`src/rtl/modn_cascade_counter.sv`:
```
// Multi-digit modulo-MODULUS up/down counter with load clamping and tc/cin cascading.
// Zero latency: count/wrap/load_err update on the sampling edge; no backpressure (en & cin gate the step).
module modn_cascade_counter #(
  parameter int DIGITS  = 2,
  parameter int MODULUS = 10,
  parameter int WIDTH   = 4
) (
  input  logic                     clk,
  input  logic                     clr,
  input  logic                     en,
  input  logic                     cin,
  input  logic                     up,
  input  logic                     load,
  input  logic [DIGITS*WIDTH-1:0]  din,
  output logic [DIGITS*WIDTH-1:0]  count,
  output logic                     tc,
  output logic                     wrap,
  output logic                     load_err
);

  if (DIGITS < 1 || DIGITS > 8 || MODULUS < 2 || MODULUS > (1 << WIDTH)) begin : g_param_check
    $error("modn_cascade_counter: illegal DIGITS/MODULUS/WIDTH combination");
  end

  localparam logic [WIDTH-1:0] DIG_MAX = WIDTH'(MODULUS - 1);

  logic [DIGITS*WIDTH-1:0] count_q, count_d;
  logic                    wrap_q, wrap_d;
  logic                    load_err_q, load_err_d;
  logic                    all_max, all_zero, step;

  always_comb begin
    all_max  = 1'b1;
    all_zero = 1'b1;
    for (int i = 0; i < DIGITS; i++) begin
      all_max  = all_max  & (count_q[i*WIDTH +: WIDTH] == DIG_MAX);
      all_zero = all_zero & (count_q[i*WIDTH +: WIDTH] == '0);
    end
  end

  assign step = en & cin;
  assign tc   = step & (up ? all_max : all_zero);

  always_comb begin
    logic             carry;
    logic [WIDTH-1:0] dig;
    count_d    = count_q;
    wrap_d     = 1'b0;
    load_err_d = 1'b0;
    carry      = 1'b1;
    dig        = '0;
    if (load) begin
      for (int i = 0; i < DIGITS; i++) begin
        dig = din[i*WIDTH +: WIDTH];
        if (32'(dig) >= MODULUS) begin
          dig        = DIG_MAX;
          load_err_d = 1'b1;
        end
        count_d[i*WIDTH +: WIDTH] = dig;
      end
    end else if (step) begin
      // carry/borrow ripples while every lower digit sits at its roll-over value
      for (int i = 0; i < DIGITS; i++) begin
        dig = count_q[i*WIDTH +: WIDTH];
        if (carry) begin
          if (up) count_d[i*WIDTH +: WIDTH] = (dig == DIG_MAX) ? '0 : dig + 1'b1;
          else    count_d[i*WIDTH +: WIDTH] = (dig == '0) ? DIG_MAX : dig - 1'b1;
        end
        carry = carry & (up ? (dig == DIG_MAX) : (dig == '0));
      end
      wrap_d = up ? all_max : all_zero;
    end
  end

  always_ff @(posedge clk) begin
    if (clr) begin
      count_q    <= '0;
      wrap_q     <= 1'b0;
      load_err_q <= 1'b0;
    end else begin
      count_q    <= count_d;
      wrap_q     <= wrap_d;
      load_err_q <= load_err_d;
    end
  end

  assign count    = count_q;
  assign wrap     = wrap_q;
  assign load_err = load_err_q;

endmodule
```
`config.mk`:
```
export PLATFORM = sky130hd
export DESIGN_NAME = modn_cascade_counter
export DESIGN_NICKNAME = d
export VERILOG_FILES = /design/src/rtl/modn_cascade_counter.sv
export SDC_FILE = /design/constraint.sdc
export NUM_CORES = 1
export LEC_CHECK = 0
export BUFFER_PORTS_ARGS = -buffer_cell sky130_fd_sc_hd__buf_2
export CORE_MARGIN = 1
export CORE_UTILIZATION = 53
export CTS_CLUSTER_DIAMETER = 120
export DETAILED_ROUTE_END_ITERATION = 8
export PLACE_DENSITY = 0.82
export SYNTH_ARGS = -nofsm -noshare
export SYNTH_HDL_FRONTEND = slang
export SYNTH_SLANG_ARGS = --single-unit
```
`constraint.sdc`:
```
create_clock -name clk -period 3 [get_ports clk]
set_input_delay 0.15 -clock clk [delete_from_list [all_inputs] [get_ports clk]]
set_output_delay 0.15 -clock clk [all_outputs]
set_load 0.01 [all_outputs]
```
# Yosys cells after proc, flatten, opt, wreduce, memory -nomap -nowiden
# Cells that the tools add are included.
# totals
register_bits	10
inputBits	14
output_inout_bits	11
elab_cells	40
# classes
add_sub_neg	4
n_lt_le_gt_ge	2
n_eq_ne	2
muxes	15
bitwise_logic	6
n_reduce_logical	7
# ops
cell	count
$mux 4	9
$mux 8	2
$add 4x1->4 const B	2
$eq 4x4->1 const B	2
$ge 4x4->1 const B	2
$logic_not 4->1	2
$sub 4x1->4 const B	2
$and 1x1->1	4
$mux 1	4
$reduce_bool 2->1	2
$reduce_or 3->1	1
$not 1->1	2
$reduce_and 2->1	1
$reduce_or 2->1	1

# Longest topological paths before layout
# logic_depth
ltp_word	6
ltp_mapped	6
depth_no_buf	4

# Least setup slack after synthesis
# Ideal clock, no wire load.
# synth_path
path_type	flip-flop to flip-flop
startpoint	register count_q[0], in the netlist count[0]
endpoint	register wrap_q, in the netlist wrap
setup_ns	0.080
arrival_time_ns	1.489
required_ns	2.920
path_slack_ns	1.431
stages_incl_launch_ff	6
path_buffers	1
synth_period_minus_slack_ns	1.569
cell_sequence	dfxtp_1 buf_2 nand4_1 a2bb2oi_1 nor4_1 nor3b_1
# synth_via
elab_chain_len	3
word_cells_on_any_way	5
classes_between	eq/ne (1); mux (1); bitwise (2); reduce/logical (1)
# synth_rtl
element	line_no	text
from (decl)	27	logic [DIGITS*WIDTH-1:0] count_q, count_d;
from (signal assigned)	81	count_q <= count_d;
$eq 4x4->1 or $logic_not 4->1 (tied branches)	36, 37	
$and 1x1->1 (on tied branches)	36, 37	
$mux 1 *	71	wrap_d = up ? all_max : all_zero;
to (signal assigned)	82	wrap_q <= wrap_d;
to (decl)	28	logic wrap_q, wrap_d;
# Every way passes the cells marked *; elsewhere a longest branch is shown, timed or not.
# A chain may end at the register's enable or synchronous reset.

# Worst setup path in the final report
# layout_path
startpoint	register count_q[0], in the netlist count[0]
endpoint	output port tc
# layout_via
elab_chain_len	4
word_cells_on_any_way	6
classes_between	eq/ne (1); mux (1); bitwise (3); reduce/logical (1)
# layout_rtl
element	line_no	text
$eq 4x4->1 or $logic_not 4->1 (tied branches)	36, 37	
$and 1x1->1 (on tied branches)	36, 37	
$mux 1 *	42	assign tc = step & (up ? all_max : all_zero);
$and 1x1->1 *	42	
to (decl)	16	output logic tc,
# Marked as above.

==> summary.json <==
{
  "worst-endpoint-arrival_ns": 1.62,
  "fill_cells": 115,
  "postCtsHoldBufs": 0,
  "post_synth_instance_area_um2": 806,
  "drt-wirelength-per-cell_um": 14.1,
  "detail_route.drc_violations": 0,
  "criticalPathCategory": "flip-flop to primary output",
  "ff2ff_path_depth": 4,
  "post_layout_inst_area_um2": 908,
  "synth_compound_area_share_pct": 35.6,
  "min_delay_worst_endpoint": "count[0]$_SDFFE_PP0P_",
  "number_of_max_slew_violations_in_the_final_report": 0,
  "final.setup_skew_ns": 0.00745,
  "register_area_um2": 200,
  "grt_pass1_wl_um": 2900,
  "cts-resized-gates": 0,
  "synth_xor_area_share_pct": 4.35,
  "worst_pin_slew_ns": 0.430,
  "design.portCount": 25,
  "dr_wl_met3_um": 150,
  "route.top_layer_used": "met4",
  "design.core.area_mm2": 0.00135,
  "critical_path.startpoint": "count[0]$_SDFFE_PP0P_",
  "rrSetupSlack_ns": 1.31,
  "synth_mux_area_share_pct": 0,
  "hold_viol_final": 0,
  "combinational_family_with_the_most_area_after_synthesis": "compound AO/OA/AOI/OAI gates",
  "setup_violations": 0,
  "hp-start": "din[0]",
  "first_global_vias": 621,
  "antenna_cells_inserted": 0,
  "fp-row-count": 13,
  "r2r-start": "count[4]$_SDFFE_PP0P_",
  "placement.io_buffers": 24,
  "regToRegEndpoint": "count[7]$_SDFFE_PP0P_",
  "fin_setup_tns_ns": 0,
  "layout-area-overhead-vs-synth_pct": 12.7,
  "crit_fanout": 12,
  "post_synthesis_cells": 107,
  "die_h_um": 41.0,
  "layout.core_utilization_pct": 67.3,
  "initial_antenna_violation_count": 0,
  "grt_overflow": 0,
  "clkSlewWorstSetupHoldPaths_ns": 0.06,
  "initial_standard_cell_utilization_of_the_core_pct": 59.7,
  "setup.worst_path.end_class": "primary output",
  "drt_pass1_iterations": 4,
  "cap_violations": 0,
  "ys.flop_type": "sky130_fd_sc_hd__dfxtp_1",
  "synth_simple_gate_area_share_pct": 24.2,
  "timing.critical_path.required_ns": 2.85,
  "synth_nets": 121,
  "worst_hold_path_type": "primary input to flip-flop",
  "placedCellCount": 136,
  "synth-adder-area-share_pct": 0,
  "numClockSinks": 10,
  "grt_max_degree": 21,
  "status": "finished clean",
  "post_synthesis_cell_type_count": 48,
  "maxSlewHeadroom_pct": 70.6,
  "power.ir.vdd_worst_v": 0.000291,
  "fp.dieW_um": 41.0,
  "synth_enable_flop_cells": 0,
  "cts_tree": "done",
  "m1WireLength_um": 940,
  "num_vias": 868,
  "synth_area_per_cell_um2": 7.53,
  "fin_nets": 140,
  "post-cts-setup-buffers": 0,
  "wl_met2_um": 841,
  "synthArstFlopShare_pct": 0,
  "dp.final_hpwl_um": 1380,
  "drt_first_iter_violations": 40,
  "pwr_density_cell_mw_per_mm2": 392,
  "hold_depth": 3,
  "ys_ff_latch": 10,
  "detailed_place.area_um2": 886,
  "finalCritPeriodShare_pct": 59.1,
  "start_kind": "flip-flop",
  "post-route-min-period_ns": 1.77,
  "drt-vias-per-instance": 6.24,
  "grt_use_total_pct": 26.6,
  "gp_congestion": 0.800,
  "cts_root_buf": "sky130_fd_sc_hd__clkbuf_4",
  "post_layout_nonfiller_instances": 139,
  "multi_input_comb_area_um2": 517,
  "worstSkewPairLatency_ns": 0.27,
  "final_layout_size_suffix_gt1_share_pct": 23.4,
  "synth_seq_area_share_pct": 24.8,
  "route.final.wire_length_um": 1950,
  "synthesis.yosys.warnings": 0,
  "route.antenna.remaining_nets": 0,
  "clock_tree.buffer_depth": 2,
  "tritoncts.num_buffers": 3,
  "cts_max_level": 1,
  "max_clock_freq_mhz": 564,
  "grt_setup_unrepaired": "no",
  "p_leak_nw": 0.391,
  "floorplan.die_area_mm2": 0.00168
}
==> worst max-delay path by stage <==
stage                     cells after the start               endpoint
final                                         4                     tc
after detailed placement                      4  count[7]$_SDFFE_PP0P_
after global placement                        4  count[7]$_SDFFE_PP0P_
after global routing                          4                     tc
after CTS                                     4                     tc
after floorplan                               5        wrap$_SDFF_PP0_
==> placed cells by master (no fill, tap or decap), types with 2 or more instances in the layout <==
cell	instances
sky130_fd_sc_hd__dfxtp_1	10
sky130_fd_sc_hd__a211oi_1	3
sky130_fd_sc_hd__o21ai_0	4
sky130_fd_sc_hd__nand2_1	6
sky130_fd_sc_hd__clkbuf_4	3
sky130_fd_sc_hd__or4_1	2
sky130_fd_sc_hd__nand4b_1	2
sky130_fd_sc_hd__nor3_1	3
sky130_fd_sc_hd__nand3_1	2
sky130_fd_sc_hd__o31ai_1	2
sky130_fd_sc_hd__nor2_1	8
sky130_fd_sc_hd__o211a_1	2
sky130_fd_sc_hd__o21ai_1	3
sky130_fd_sc_hd__inv_1	8
sky130_fd_sc_hd__buf_2	24
sky130_fd_sc_hd__xnor2_1	2
sky130_fd_sc_hd__xor2_1	2
sky130_fd_sc_hd__a21oi_1	9
sky130_fd_sc_hd__a311oi_1	2
==> sequential cells by signal, indices dropped and copies added (netlist names) <==
signal,cells
load_err,1
count,8
wrap,1
==> per-layer routing <==
| metal | vias to the layer above | global-route usage [%] |
|---|---|---|
| met1 | 385 | 38.9 |
| met5 | - | 0 |
| met4 | 0 | 12.5 |
| met2 | 44 | 35.9 |
| met3 | 4 | 5.98 |
| li1 | 435 | - |
==> critical path, cell delays in order, from the launching register on <==
cell and delay, ns:
sky130_fd_sc_hd__dfxtp_1 0.57, sky130_fd_sc_hd__nand4_1 0.15, sky130_fd_sc_hd__a2bb2oi_1 0.16, sky130_fd_sc_hd__nor4_1 0.28
sky130_fd_sc_hd__buf_2 0.19
==> report_power, final <==
| group | switching (W) | internal (W) | leakage, nW |
|---|---|---|---|
| clock | 0.0000435 | 0.0000462 | 0.0138 |
| sequential | 0.0000246 | 0.000143 | 0.0826 |
| combinational | 0.0000538 | 0.0000456 | 0.294 |
| total | 0.000122 | 0.000234 | 0.391 |
==> cells by family (layout without fill, tap and decap cells) <==
kind of cell,count (synthesis),in the layout
AND/OR/NAND/NOR,35,35
XOR/XNOR,4,4
buffers and inverters,18,35
flip-flops,10,10
AO/OA/AOI/OAI,40,40
==> per-stage QoR <==
stage / power, W / hold slack (ns) / setup WS (ns)
after detailed placement: 0.000267 / 0.474 / 1.37
after CTS: 0.000358 / 0.191 / 1.23
after global routing: 0.000378 / 0.204 / 1.09
after floorplan: 0.000240 / 0.340 / 1.43
final: 0.000356 / 0.193 / 1.23
after global placement: 0.000264 / 0.457 / 1.38
==> synth_stat cells, types with 2 or more instances <==
cell / count / area [um2]
sky130_fd_sc_hd__clkbuf_2: 2 / 10.0
sky130_fd_sc_hd__nor2_1: 8 / 30.0
sky130_fd_sc_hd__clkbuf_1: 3 / 11.3
sky130_fd_sc_hd__inv_1: 8 / 30.0
sky130_fd_sc_hd__or4_1: 2 / 15.0
sky130_fd_sc_hd__o21ai_0: 4 / 20.0
sky130_fd_sc_hd__buf_2: 3 / 15.0
sky130_fd_sc_hd__o31ai_1: 2 / 15.0
sky130_fd_sc_hd__o211a_1: 2 / 20.0
sky130_fd_sc_hd__xor2_1: 2 / 17.5
sky130_fd_sc_hd__nor3_1: 3 / 15.0
sky130_fd_sc_hd__a311oi_1: 2 / 17.5
sky130_fd_sc_hd__buf_6: 2 / 22.5
sky130_fd_sc_hd__nand2_1: 6 / 22.5
sky130_fd_sc_hd__a21oi_1: 9 / 45.0
sky130_fd_sc_hd__xnor2_1: 2 / 17.5
sky130_fd_sc_hd__nand4b_1: 2 / 17.5
sky130_fd_sc_hd__nand3_1: 2 / 10.0
sky130_fd_sc_hd__a211oi_1: 3 / 22.5
sky130_fd_sc_hd__dfxtp_1: 10 / 200
sky130_fd_sc_hd__o21ai_1: 3 / 15.0
==> final cells by class <==
class,count,share of cell area [%]
timing repair buffer,24,13.2
multi-input combinational,79,56.9
tap,15,2.07
clock buffer,3,2.48
inverter,8,3.31
sequential,10,22.0
(Power assumes the default switching activity.)
